[src/rtl/sys_retire_pipe.sv]
// Retire pipeline for system/CSR instructions: carries issued ops through depth_p
// stages and forms the retire-side CSR write value, instret pulse and scoreboard clears.
module sys_retire_pipe #(
    parameter int vaddr_width_p = 39,
    parameter int dpath_width_p = 64,
    parameter int depth_p       = 2,
    parameter int excp_width_p  = 8,
    parameter int spec_width_p  = 8
) (
    input  logic                     clk_i,
    input  logic                     reset_n_i,

    input  logic                     issue_v_i,
    input  logic [vaddr_width_p-1:0] issue_pc_i,
    input  logic [dpath_width_p-1:0] issue_rs1_i,
    input  logic [dpath_width_p-1:0] issue_rs2_i,
    input  logic [dpath_width_p-1:0] issue_imm_i,
    input  logic [31:0]              issue_instr_i,
    input  logic [2:0]               issue_csr_op_i,
    input  logic                     issue_compressed_i,
    input  logic                     issue_score_i,
    input  logic                     issue_irf_w_i,
    input  logic                     issue_frf_w_i,
    input  logic                     issue_spec_w_i,

    input  logic                     stall_i,
    input  logic                     flush_i,

    input  logic                     retire_v_i,
    input  logic                     retire_queue_v_i,
    input  logic [dpath_width_p-1:0] retire_data_i,
    input  logic [excp_width_p-1:0]  retire_exception_i,
    input  logic [spec_width_p-1:0]  retire_special_i,

    output logic                     ret_v_o,
    output logic                     ret_instret_o,
    output logic [vaddr_width_p-1:0] ret_npc_o,
    output logic [dpath_width_p-1:0] ret_vaddr_o,
    output logic [dpath_width_p-1:0] ret_data_o,
    output logic [31:0]              ret_instr_o,
    output logic                     ret_compressed_o,
    output logic [excp_width_p-1:0]  ret_exception_o,
    output logic [spec_width_p-1:0]  ret_special_o,
    output logic                     ret_iscore_o,
    output logic                     ret_fscore_o,

    output logic [63:0]              instret_cnt_o,
    output logic                     tail_v_o,
    output logic                     underflow_o
);

    localparam int tail_lp = depth_p - 1;

    typedef struct packed {
        logic [vaddr_width_p-1:0] pc;
        logic [dpath_width_p-1:0] vaddr;
        logic [dpath_width_p-1:0] rs2;
        logic [31:0]              instr;
        logic [2:0]               csr_op;
        logic                     compressed;
        logic                     iscore;
        logic                     fscore;
        logic                     spec_w;
    } stage_t;

    stage_t                     stage_r [depth_p];
    stage_t                     issue_stage_s;
    stage_t                     tail_s;
    logic [depth_p-1:0]         valid_r;
    logic [depth_p-1:0]         valid_nxt_s;
    logic                       tail_v_s;
    logic [dpath_width_p-1:0]   uimm_s;
    logic [dpath_width_p-1:0]   operand_s;
    logic [dpath_width_p-1:0]   csr_data_s;
    logic                       instret_s;
    logic                       spec_ok_s;
    logic [63:0]                instret_cnt_r;
    logic                       underflow_r;

    // Build the stage-0 payload from the issue port
    always_comb begin
        issue_stage_s            = '0;
        issue_stage_s.pc         = issue_pc_i;
        issue_stage_s.vaddr      = issue_rs1_i + issue_imm_i;
        issue_stage_s.rs2        = issue_rs2_i;
        issue_stage_s.instr      = issue_instr_i;
        issue_stage_s.csr_op     = issue_csr_op_i;
        issue_stage_s.compressed = issue_compressed_i;
        issue_stage_s.iscore     = issue_score_i & issue_irf_w_i;
        issue_stage_s.fscore     = issue_score_i & issue_frf_w_i;
        issue_stage_s.spec_w     = issue_score_i & issue_spec_w_i;
    end

    // Payload shift register; payload carries no reset, validity lives in valid_r
    always_ff @(posedge clk_i) begin
        if (!stall_i) begin
            stage_r[0] <= issue_stage_s;
            for (int k = 1; k < depth_p; k++) begin
                stage_r[k] <= stage_r[k-1];
            end
        end
    end

    // Next valid bits: flush kills everything younger than the tail even under stall
    always_comb begin
        valid_nxt_s = valid_r;
        if (stall_i) begin
            for (int k = 0; k < depth_p - 1; k++) begin
                if (flush_i) begin
                    valid_nxt_s[k] = 1'b0;
                end else begin
                    valid_nxt_s[k] = valid_r[k];
                end
            end
        end else begin
            valid_nxt_s[0] = issue_v_i & ~flush_i;
            for (int k = 1; k < depth_p; k++) begin
                valid_nxt_s[k] = valid_r[k-1] & ~(flush_i & (k < depth_p - 1));
            end
        end
    end

    // Valid bit register
    always_ff @(posedge clk_i or negedge reset_n_i) begin
        if (!reset_n_i) begin
            valid_r <= '0;
        end else begin
            valid_r <= valid_nxt_s;
        end
    end

    assign tail_s   = stage_r[tail_lp];
    assign tail_v_s = valid_r[tail_lp];

    // CSR write value: immediate forms substitute the zero-extended rs1 field
    always_comb begin
        uimm_s    = {{(dpath_width_p-5){1'b0}}, tail_s.instr[19:15]};
        operand_s = tail_s.csr_op[2] ? uimm_s : tail_s.vaddr;
        csr_data_s = retire_data_i;
        if (retire_queue_v_i) begin
            case (tail_s.csr_op[1:0])
                2'd1:    csr_data_s = operand_s;
                2'd2:    csr_data_s = operand_s | retire_data_i;
                2'd3:    csr_data_s = ~operand_s & retire_data_i;
                default: csr_data_s = retire_data_i;
            endcase
        end else begin
            csr_data_s = retire_data_i;
        end
    end

    assign instret_s = retire_v_i & retire_queue_v_i & ~(|retire_exception_i) & tail_v_s;
    assign spec_ok_s = ~tail_s.spec_w | (|retire_special_i);

    assign ret_v_o          = retire_v_i;
    assign ret_instret_o    = instret_s;
    assign ret_npc_o        = tail_s.pc;
    assign ret_vaddr_o      = tail_s.vaddr;
    assign ret_data_o       = csr_data_s;
    assign ret_instr_o      = tail_s.instr;
    assign ret_compressed_o = tail_s.compressed;
    assign ret_exception_o  = retire_v_i ? retire_exception_i : {excp_width_p{1'b0}};
    assign ret_special_o    = instret_s ? retire_special_i : {spec_width_p{1'b0}};
    assign ret_iscore_o     = instret_s & tail_s.iscore & spec_ok_s;
    assign ret_fscore_o     = instret_s & tail_s.fscore & spec_ok_s;
    assign tail_v_o         = tail_v_s;
    assign instret_cnt_o    = instret_cnt_r;
    assign underflow_o      = underflow_r;

    // Retired-instruction counter and sticky retire-on-empty flag
    always_ff @(posedge clk_i or negedge reset_n_i) begin
        if (!reset_n_i) begin
            instret_cnt_r <= 64'd0;
            underflow_r   <= 1'b0;
        end else begin
            if (instret_s) begin
                instret_cnt_r <= instret_cnt_r + 64'd1;
            end
            if (retire_v_i && !tail_v_s) begin
                underflow_r <= 1'b1;
            end
        end
    end

endmodule

[config.mk]
export PLATFORM = sky130hd
export DESIGN_NAME = sys_retire_pipe
export DESIGN_NICKNAME = d
export VERILOG_FILES = /design/src/rtl/sys_retire_pipe.sv
export SDC_FILE = /design/constraint.sdc
export NUM_CORES = 1
export LEC_CHECK = 0
export BUFFER_PORTS_ARGS = -buffer_cell sky130_fd_sc_hd__buf_2
export CAP_MARGIN = 10
export CORE_AREA = 3 3 250 252
export DETAILED_ROUTE_END_ITERATION = 10
export DIE_AREA = 0 0 253 255
export HOLD_SLACK_MARGIN = 0.12
export PLACE_DENSITY = 0.52
export SLEW_MARGIN = 20
export SYNTH_ARGS = -nofsm -noshare
export SYNTH_HDL_FRONTEND = slang
export SYNTH_SLANG_ARGS = --single-unit
[constraint.sdc]
create_clock -name clk_i -period 3.1 [get_ports clk_i]
set_input_delay 0.465 -clock clk_i [delete_from_list [all_inputs] [get_ports clk_i]]
set_output_delay 0.465 -clock clk_i [all_outputs]
set_load 0.01 [all_outputs]
==> out/metrics.csv, run 1 <==
metric,value,unit
routed vias,13900,
Critical Path Source Type,primary input,
CP arrival,3.24,ns
Starting Density,29.4,%
"flops & latches, synth",351,
die area,0.0645,sq mm
Leakage,10.5,nW
"Slew Viols, Final",0,
worst-margin pin slew,0.913,ns
Vias/cell,4.65,
RSZ-0062 raised after global routing,false,
largest buffer count on any clock path,3,
DPL Wire Length,42400,microns
cts bufs inserted,41,
WL per Instance,18.4,microns
PortBufs,579,
Clock Latency Late Sink,0.56,ns
pin count of the biggest net entering global routing,185,
1st-iter DRT viols,704,
power density over the cells,547,mW/mm^2
Metal-1 WL,22500,microns
Post-Synthesis Cell Area,0.0178,sq mm
crit path capture type,flip-flop,
Rel. slew slack,39.2,%
"Core Util, Final",39.5,%
die height,255,microns
YS warnings,0,
share of layout cells above drive strength 1,37.4,%
Hold Fails Final Rpt,0,
uppermost routed layer,met5,
final-stage net count,2588,
synthesized area per cell,11.7,sq um
post-synthesis sequential area ratio,57.5,%
I/O Pins,644,
hold slack,0.228,ns
# fillers,5903,
Crit Path Category,primary input to flip-flop,
critical path peak fanout,3,
die width,253,microns
total iterations of the first detailed-routing run,5,
CTS Root Cell,clkbuf_16,
initial antenna violation count,7,
clock skew,0.0130,ns
worst vdd ir,0.279,mV
Routed Antenna Nets,0,
Final Wtd Congestion,0.928,
Post-synth ARST share,19.1,%
Max Freq,340,MHz
status,"finished, final reports clean",
Synth Instances,1522,
vias in the first global route,13800,
required time of the critical path,3.40,ns
post-layout min period,2.94,ns
number of flops mapped to enable cells by yosys,284,
Total GRT Usage,16.1,%
Post-route DRC,0,
worst min path class,primary input to flip-flop,
DRT Wirelength,54900,microns
area delta synth->final,34.1,%
CTS tree,done,
Synth Flop Type,edfxtp_1,
worst reg2reg setup slack,0.37,ns
Met3 Wirelength,3540,microns
clock sinks,351,
Post-Syn Nets,1945,
H-tree depth,2,
placeable core area,0.0604,sq mm
crit share post-route,95.0,%
Post-Route Setup TNS,0,ns
first-pass GRT wire length,80300,microns
total gr overflow,0,
met2 WL post-DR,27500,microns
post-synth cell types,67,
Cell Rows,90,
"Reg clk slew, reported paths",0.06,ns
final setup violating endpoints,0,
# Max-Cap Violations,0,
[layer usage]
layer	vias to the layer above	GRT usage, %
met5	-	0
met4	4	4.83
met3	73	3.35
met2	485	28.7
met1	6653	19.6
li1	6667	-
[cell usage in the layout (no fill, tap or decap), types with 9 or more instances in the layout]
cell,Yosys,final
buf_2,3,579
edfxtp_1,284,284
a21oi_1,138,135
buf_4,137,127
xnor2_1,92,92
inv_1,88,87
dlygate4sd3_1,0,78
nand2_1,78,76
dfrtp_1,67,67
nand2b_1,64,64
o22ai_1,61,61
ha_1,64,60
nor2_1,53,53
nand3_1,45,45
clkbuf_16,0,42
xor2_1,39,39
o21ai_0,35,35
and2_1,26,25
nand4_1,24,24
a21o_1,23,23
o21bai_1,18,18
and3_1,16,16
nor3_1,10,9
clkinv_2,0,9
[worst max-delay path, stage by stage]
cell      delay (ns)
buf_2           0.11
ha_2            0.23
fa_2            0.38
a21oi_4         0.18
o221ai_2        0.13
a21oi_2         0.22
o31ai_1         0.09
buf_4           0.16
a311oi_2        0.25
buf_4           0.17
o41ai_2         0.10
a31oi_2         0.28
o21ai_2         0.10
a221oi_2        0.28
xnor2_1         0.10
[area by class of cell]
type	count	area, sq um	area share, %
antenna	5	12.5	0.0525
clock buffer	45	1060	4.46
clock inverter	30	353	1.48
inverter	88	334	1.40
multi-input combinational	895	6150	25.8
sequential	351	10200	42.9
tap	782	978	4.11
timing repair buffer	788	4720	19.8
[cells by family (layout without fill, tap and decap cells)]
| family | count (synthesis) | in the layout | synth area share (%) |
|---|---|---|---|
| buf+inv | 276 | 951 | 8.75 |
| fa+ha+maj | 65 | 65 | 4.62 |
| xor+xnor | 131 | 131 | 6.46 |
| simple gates | 350 | 350 | 10.4 |
| other cells | 0 | 5 | 0 |
| mux | 8 | 8 | 0.465 |
| compound gates | 341 | 341 | 11.9 |
| flops | 351 | 351 | 57.5 |
[what timing repair did]
item,4_1_cts,5_1_grt
resized for setup,3,13
pin swaps,0,3
buffers inserted,0,1
endpoints found under the hold margin,143,0
hold buffers,78,0
setup endpoints to repair,5,15
[synth_stat cells, types with 3 or more instances]
master	count	area, sq um
o21ai_1	5	25.0
inv_1	88	330
o31ai_1	9	67.6
a21oi_1	138	691
mux2i_1	6	60.1
nor2b_1	5	31.3
and4_1	5	43.8
dfrtp_1	67	1680
xnor2_1	92	806
a21o_1	23	173
and3_1	16	100
o21ai_0	35	175
nor2_1	53	199
nor4_1	3	18.8
buf_4	137	1030
and2_1	26	163
nor3_1	10	50.1
o22a_1	5	43.8
o21bai_1	18	135
o221ai_1	3	26.3
nand2b_1	64	400
a221oi_1	7	61.3
o21a_1	7	52.6
xor2_1	39	342
ha_1	64	801
a31oi_1	6	37.5
o22ai_1	61	382
nand2_1	78	293
or3_1	4	25.0
clkbuf_1	46	173
nand4_1	24	150
nand3_1	45	225
a211oi_1	6	45.0
buf_2	3	15.0
edfxtp_1	284	8530
[metrics by stage]
step                power, mW  worst slack (ns)  instance area, sq um  std cells
floorplan                7.11             -1.93                 17800       1522
global placement         7.95            -0.755                 21500       2824
detailed placement       7.98            -0.791                 21500       2824
CTS                      13.2            0.0146                 23700       2977
global route             13.6            0.0142                 23800       2980
finish                   13.0             0.156                 23800       2984
[report_power, final]
part	leakage [nW]	switching, mW	total, mW	internal (mW)
combinational	6.17	1.20	2.19	0.988
sequential	3.69	0.171	5.80	5.62
clock	0.688	2.04	5.05	3.01
total	10.5	3.41	13.0	9.63
[state kept, by name (all words and copies together) (netlist names)]
| register | flops |
|---|---|
| valid_r | 2 |
| instret_cnt_o | 64 |
| underflow_o | 1 |
| stage_r | 284 |
[final timing paths]
kind | cells past startpoint | startpoint | to
worst max-delay path | 15 | issue_rs1_i[0] | stage_r[0][163]
worst min-delay path | 2 | issue_spec_w_i | stage_r[0][0]
worst max register to register | 10 | instret_cnt_o[17] | instret_cnt_o[63]
worst min register to register | 0 | stage_r[0][149] | stage_r[0][355]
max in group asynchronous | 3 | reset_n_i | instret_cnt_o[43]
min in group asynchronous | 3 | reset_n_i | instret_cnt_o[62]
Note: power is estimated with default switching activity, not from simulation.
==> inputs of run 2 (changes only) <==
--- a/config.mk
+++ b/config.mk
@@ -8,6 +8,7 @@
 export BUFFER_PORTS_ARGS = -buffer_cell sky130_fd_sc_hd__buf_2
 export CAP_MARGIN = 10
 export CORE_AREA = 3 3 250 252
+export CTS_CLUSTER_DIAMETER = 80
 export DETAILED_ROUTE_END_ITERATION = 10
 export DIE_AREA = 0 0 253 255
 export HOLD_SLACK_MARGIN = 0.12
==> constraint.sdc (replaced) <==
create_clock -name clk_i -period 3.18 [get_ports clk_i]
set_input_delay 0.477 -clock clk_i [delete_from_list [all_inputs] [get_ports clk_i]]
set_output_delay 0.477 -clock clk_i [all_outputs]
set_load 0.01 [all_outputs]
==> run 2 against run 1 <==
Net effect: sequential cell count unchanged; setup slack improved by 0.0042 ns; critical path depth decreased by 1; clock power decreased by 2%; via count about the same; hold slack got worse by 0.060 ns; utilization increased by 0.12 points; clock-buffer cell count increased by 7; wire length increased by 1.5%; power decreased by 2.1%; combinational power decreased by 2%; cell area increased by 0.32%; critical path type unchanged.
==> out/metrics.csv, run 2 (synthesized netlist as in run 1, its figures left out) <==
metric,value,unit,change
Routed Antenna Nets,0,,unchanged
worst reg2reg setup slack,0.32,ns,-0.05 ns
RR Endpoint,instret_cnt_o[49],,
WL per Instance,18.6,microns,+1.3%
design area,0.0239,sq mm,+0.32%
die width,253,microns,unchanged
initial antenna violation count,7,,unchanged
largest buffer count on any clock path,3,,unchanged
DRT Wirelength,55700,microns,+1.5%
final setup margin,0.160,ns,+0.00418 ns
start of the worst register-to-register path,instret_cnt_o[17],,
CTS tree,done,,
Final Wtd Congestion,0.912,,-1.7%
CTS Root Cell,clkbuf_16,,
I/O Pins,644,,unchanged
worst min path class,primary input to flip-flop,,
Clock Latency Late Sink,0.57,ns,about the same
post-layout min period,3.02,ns,
clock sinks,351,,unchanged
Critical Path Source Type,primary input,,
pin count of the biggest net entering global routing,72,,-61%
Comb pwr share,16.9,%,about the same
die height,255,microns,unchanged
worst-margin pin slew,0.920,ns,+0.00791 ns
CP max stage delay,0.42,ns,+0.04 ns
total gr overflow,0,,unchanged
vias in the first global route,13800,,+0.62%
die area,0.0645,sq mm,unchanged
worst setup path endpoint,stage_r[0][161],,
Starting Density,29.4,%,unchanged
# Max-Cap Violations,0,,unchanged
CP bufs+invs,2,,-1
Post-route DRC,0,,unchanged
"Reg clk slew, reported paths",0.06,ns,about the same
PortBufs,579,,unchanged
power share of the sequential group,44.3,%,-0.2 points
sw frac,26.2,%,+0.087 points
Clock power frac,38.8,%,about the same
1st-iter DRT viols,806,,+14%
Vias/cell,4.64,,-0.18%
routed vias,13900,,+0.058%
worst path cell trace,buf_2 -> ha_2 -> fa_1 -> a21oi_2 -> o221ai_2 -> buf_4 -> a31oi_1 -> o21a_2 -> o221a_4 -> a31oi_4 -> a31oi_2 -> o31a_1 -> o31ai_2 -> xor2_1,,
first-pass GRT wire length,81400,microns,+1.3%
crit path capture type,flip-flop,,
Hold Fails Final Rpt,0,,unchanged
family with the most delay on the worst path,compound AO/OA/AOI/OAI gates,,
crit share post-route,95.0,%,
H-tree depth,2,,unchanged
required time of the critical path,3.48,ns,+0.08 ns
power density over the cells,534,mW/mm^2,-2.4%
reg2reg path depth,10,,unchanged
Pint,9.41,mW,-2.2%
hold slack,0.168,ns,-0.0599 ns
Total GRT Usage,16.3,%,+0.24 points
area post-placement,0.0215,sq mm,+0.24%
CP arrival,3.32,ns,+0.08 ns
share of layout cells above drive strength 1,37.6,%,+0.19 points
"Slew Viols, Final",0,,unchanged
critical path peak fanout,3,,unchanged
final setup violating endpoints,0,,unchanged
# fillers,5919,,+0.27%
DPL Wire Length,43500,microns,+2.6%
Crit Path Category,primary input to flip-flop,,
Top reg by flops,stage_r,,
clock skew,0.0155,ns,+0.00245 ns
"Core Util, Final",39.6,%,+0.12 points
max FFs per register,284,,unchanged
"commonest non-fill, non-tap cell in the layout",buf_2,,
CP max-delay cell,fa_1,,
Sw Pwr,3.35,mW,-1.7%
RSZ-0062 raised after global routing,false,,
area delta synth->final,34.5,%,
most frequent cells in the layout,"buf_2 (579), edfxtp_1 (284), a21oi_1 (134)",,
CP startpoint,issue_rs1_i[0],,
worst vdd ir,0.305,mV,+9.4%
Leakage,10.6,nW,+0.64%
Cell Rows,90,,unchanged
final-stage net count,2596,,+0.31%
total iterations of the first detailed-routing run,7,,+2
Rel. slew slack,38.6,%,-0.53 points
cts bufs inserted,42,,+2.4%
WP depth,14,,-1
status,"finished, final reports clean",,
Setup WS pre-CTS,-0.891,ns,-0.101 ns
Max Freq,331,MHz,
placeable core area,0.0604,sq mm,unchanged
-- run 2: cell types whose count changed in the layout (fill, tap and decap cells not counted), moves of 2 or more --
cell      previous run  this run
ha_4                 3         1
buf_12               3         5
clkinv_2             9         6
o21ai_0             35        32
buf_4              127       133
diode_2              5         2
clkbuf_1             3         8
a21oi_2              2         4
inv_6                1         3
o21ai_1              4         6
-- run 2: final cells by class --
| cell class | count | area, sq um | area share (%) |
|---|---|---|---|
| antenna | 2 | 5.00 | 0.0210 |
| multi-input combinational | 895 | 6140 | 25.7 |
| inverter | 88 | 334 | 1.40 |
| clock buffer | 52 | 1120 | 4.69 |
| tap | 782 | 978 | 4.10 |
| clock inverter | 26 | 323 | 1.35 |
| timing repair buffer | 795 | 4780 | 20.0 |
| sequential | 351 | 10200 | 42.7 |
-- run 2: per-stage QoR --
step	power, mW	TNS [ns]	cells
2_1_floorplan	6.92	-528.60	1522
3_3_place_gp	7.78	-14.23	2833
3_5_place_dp	7.80	-14.40	2833
4_1_cts	12.9	0	2988
5_1_grt	13.3	0	2991
6_report	12.8	0	2991
-- run 2: worst min path at each step --
stage / from / endpoint / slack (ns) / depth (start not counted)
after floorplan: reset_n_i / instret_cnt_o[0] / 0.18 / 0
after global placement: stage_r[0][192] / stage_r[0][398] / 0.40 / 0
final: issue_v_i / valid_r[0] / 0.17 / 3
after CTS: issue_v_i / valid_r[0] / 0.13 / 3
after detailed placement: stage_r[0][9] / stage_r[0][215] / 0.40 / 0
after global routing: issue_v_i / valid_r[0] / 0.16 / 3
-- run 2: tightest hold or removal path: cells and delay by family --
kind | cells | cell delay, ns
buffers and inverters | 1 | 0.08
multiplexers | 1 | 0.05
AND/OR/NAND/NOR | 1 | 0.08
-- run 2: routing by layer --
layer	vias up	global-route usage [%]	share of wire, %
li1	6682	-	-
met1	6623	19.9	41
met2	495	29.4	50
met3	86	3.01	6.2
met4	4	5.16	2.7
met5	-	0	0.038
-- run 2: power by group through the flow --
| stage | clock, mW | sequential [mW] | combinational, mW |
|---|---|---|---|
| floorplan | 0 | 5.68 | 1.25 |
| global placement | 0 | 5.74 | 2.04 |
| detailed placement | 0 | 5.75 | 2.05 |
| CTS | 5.13 | 5.66 | 2.15 |
| global route | 5.29 | 5.69 | 2.35 |
| finish | 4.95 | 5.66 | 2.15 |
-- run 2: timing repair --
item                       4_1_cts  5_1_grt
gates resized for setup          7       19
hold buffers                    77        0
setup buffers                    0        1
pin swaps                        0        1
setup endpoints to repair        7       23
hold endpoints to repair       114        0
==> inputs of run 3 (changes only) <==
--- a/config.mk
+++ b/config.mk
@@ -9,10 +9,12 @@
 export CAP_MARGIN = 10
 export CORE_AREA = 3 3 250 252
 export CTS_CLUSTER_DIAMETER = 80
+export CTS_CLUSTER_SIZE = 8
 export DETAILED_ROUTE_END_ITERATION = 10
 export DIE_AREA = 0 0 253 255
 export HOLD_SLACK_MARGIN = 0.12
 export PLACE_DENSITY = 0.52
+export SETUP_SLACK_MARGIN = 0.4
 export SLEW_MARGIN = 20
 export SYNTH_ARGS = -nofsm -noshare
 export SYNTH_HDL_FRONTEND = slang
==> run 3 against run 2 <==
Net effect: utilization increased by 0.65 points; setup slack better by 0.27 ns; combinational power about the same; sequential share of layout area shrank 0.68 points; cell area rose by 1.6%; largest cell class unchanged; register-to-register slack improved by 0.23 ns.
==> out/metrics.csv, run 3 (synthesized netlist as in run 1, its figures left out) <==
metric,value,unit,change
status,"finished, final reports clean",,
largest buffer count on any clock path,3,,unchanged
total gr overflow,0,,unchanged
die width,253,microns,unchanged
die height,255,microns,unchanged
CTS tree,done,,
CTS Root Cell,clkbuf_16,,
reg2reg path depth,10,,unchanged
Placed Cells,2815,,-0.64%
worst min path class,primary input to flip-flop,,
# Max-Cap Violations,0,,unchanged
RR Endpoint,instret_cnt_o[51],,
Vias/cell,4.63,,-0.23%
Hold Fails Final Rpt,0,,unchanged
DPL Wire Length,40100,microns,-7.8%
clock sinks,351,,unchanged
total iterations of the first detailed-routing run,5,,-2
H-tree depth,2,,unchanged
crit share post-route,86.5,%,-8.4 points
Starting Density,29.4,%,unchanged
"Reg clk slew, reported paths",0.05,ns,about the same
critical path peak fanout,2,,-1
Metal-1 WL,21000,microns,-7.6%
Clock Latency Late Sink,0.57,ns,about the same
required time of the critical path,3.48,ns,about the same
1st-iter DRT viols,733,,-9.1%
initial antenna violation count,1,,-6
cts bufs inserted,51,,+21%
crit path capture type,flip-flop,,
Met3 Wirelength,3940,microns,+15%
clock skew,0.0219,ns,+0.00642 ns
worst reg2reg setup slack,0.55,ns,+0.23 ns
Total GRT Usage,15.4,%,-0.92 points
uppermost routed layer,met4,,
power density over the cells,530,mW/mm^2,-0.75%
Max Freq,363,MHz,+9.7%
Post-Route Setup TNS,0,ns,unchanged
CP arrival,3.05,ns,-0.27 ns
Setup WS pre-CTS,-0.398,ns,+0.493 ns
DRT Wirelength,53300,microns,-4.3%
area delta synth->final,36.7,%,
vias in the first global route,13700,,-1.2%
worst-margin pin slew,0.937,ns,+0.0161 ns
Top reg by flops,stage_r,,
"commonest non-fill, non-tap cell in the layout",buf_2,,
met2 WL post-DR,27200,microns,-3.2%
max FFs per register,284,,unchanged
Crit Path Category,primary input to flip-flop,,
final setup violating endpoints,0,,unchanged
Finished Layout Cells,2994,,+0.10%
share of layout cells above drive strength 1,38.5,%,+0.94 points
Routed Antenna Nets,0,,unchanged
Rel. slew slack,37.6,%,-1.1 points
Cell Rows,90,,unchanged
RSZ-0062 raised after global routing,true,,
routed vias,13900,,-0.13%
Final Wtd Congestion,0.884,,-3.1%
final setup margin,0.428,ns,+0.268 ns
WL per Instance,17.8,microns,-4.4%
start of the worst register-to-register path,instret_cnt_o[18],,
worst vdd ir,0.284,mV,-6.7%
first-pass GRT wire length,77200,microns,-5.1%
Critical Path Source Type,primary input,,
die area,0.0645,sq mm,unchanged
I/O Pins,644,,unchanged
hold slack,0.179,ns,+0.0116 ns
Post-route DRC,0,,unchanged
CP startpoint,issue_imm_i[1],,
Leakage,10.7,nW,+0.49%
most frequent cells in the layout,"buf_2 (577), edfxtp_1 (284), a21oi_1 (129)",,
final-stage net count,2601,,+0.19%
worst setup path endpoint,stage_r[0][160],,
placeable core area,0.0604,sq mm,unchanged
Power Total,12.9,mW,+0.88%
PortBufs,579,,unchanged
pin count of the biggest net entering global routing,166,,+130%
post-layout min period,2.75,ns,-0.268 ns
"Slew Viols, Final",0,,unchanged
[run 3: final cells by class]
class,count,area (sq um)
fillers,5864,36100
flip-flops and latches,351,10200
multi-input cells,896,6460
repair buffers,790,4790
clock buffers,80,1420
well taps,782,978
inverters,88,334
clock inverters,5,93.8
diodes,2,5.00
[run 3: worst min-delay path by stage]
stage                  start               end  slack, ns  cells past startpoint
2_1_floorplan      reset_n_i  instret_cnt_o[0]       0.18                      0
5_1_grt            issue_v_i        valid_r[0]       0.15                      3
3_5_place_dp       reset_n_i        valid_r[1]       0.40                      1
6_report           issue_v_i        valid_r[0]       0.18                      3
3_3_place_gp       reset_n_i        valid_r[1]       0.39                      1
4_1_cts        issue_pc_i[9]   stage_r[0][176]       0.13                      1
[run 3: through the flow]
stage | area [sq um] | util, %
floorplan | 18000 | -
global placement | 21600 | 35.7
detailed placement | 21600 | 35.7
CTS | 24000 | 39.7
global route | 24300 | 40.2
finish | 24300 | 40.2
[run 3: worst max-delay path, cell delays in order]
cell,delay [ns]
buf_2,0.12
buf_4,0.12
ha_1,0.30
a211oi_2,0.31
nor2_2,0.10
o21ai_2,0.20
o31ai_2,0.11
a221oi_2,0.29
buf_4,0.18
o21a_4,0.14
o21ai_2,0.09
a211o_1,0.37
a21oi_2,0.16
xnor2_1,0.08
[run 3: what timing repair did]
item / in CTS / in global routing
hold buffers: 76 / 1
resized for setup: 23 / 36
pin swaps: 7 / 23
cloned: 1 / 0
setup buffers: 3 / 11
endpoints found under the hold margin: 89 / 1
setup endpoints to repair: 84 / 64
[run 3: report_power, final]
part	leakage (nW)	internal, mW	switching (mW)
registers	3.69	5.49	0.168
logic	6.26	0.986	1.19
clock network	0.720	3.11	1.93
[run 3: metal layers]
layer / GRT usage [%] / vias up
met2: 28.1 / 526
met5: 0 / -
met4: 4.76 / 0
met3: 3.75 / 73
met1: 17.9 / 6595
li1: - / 6678
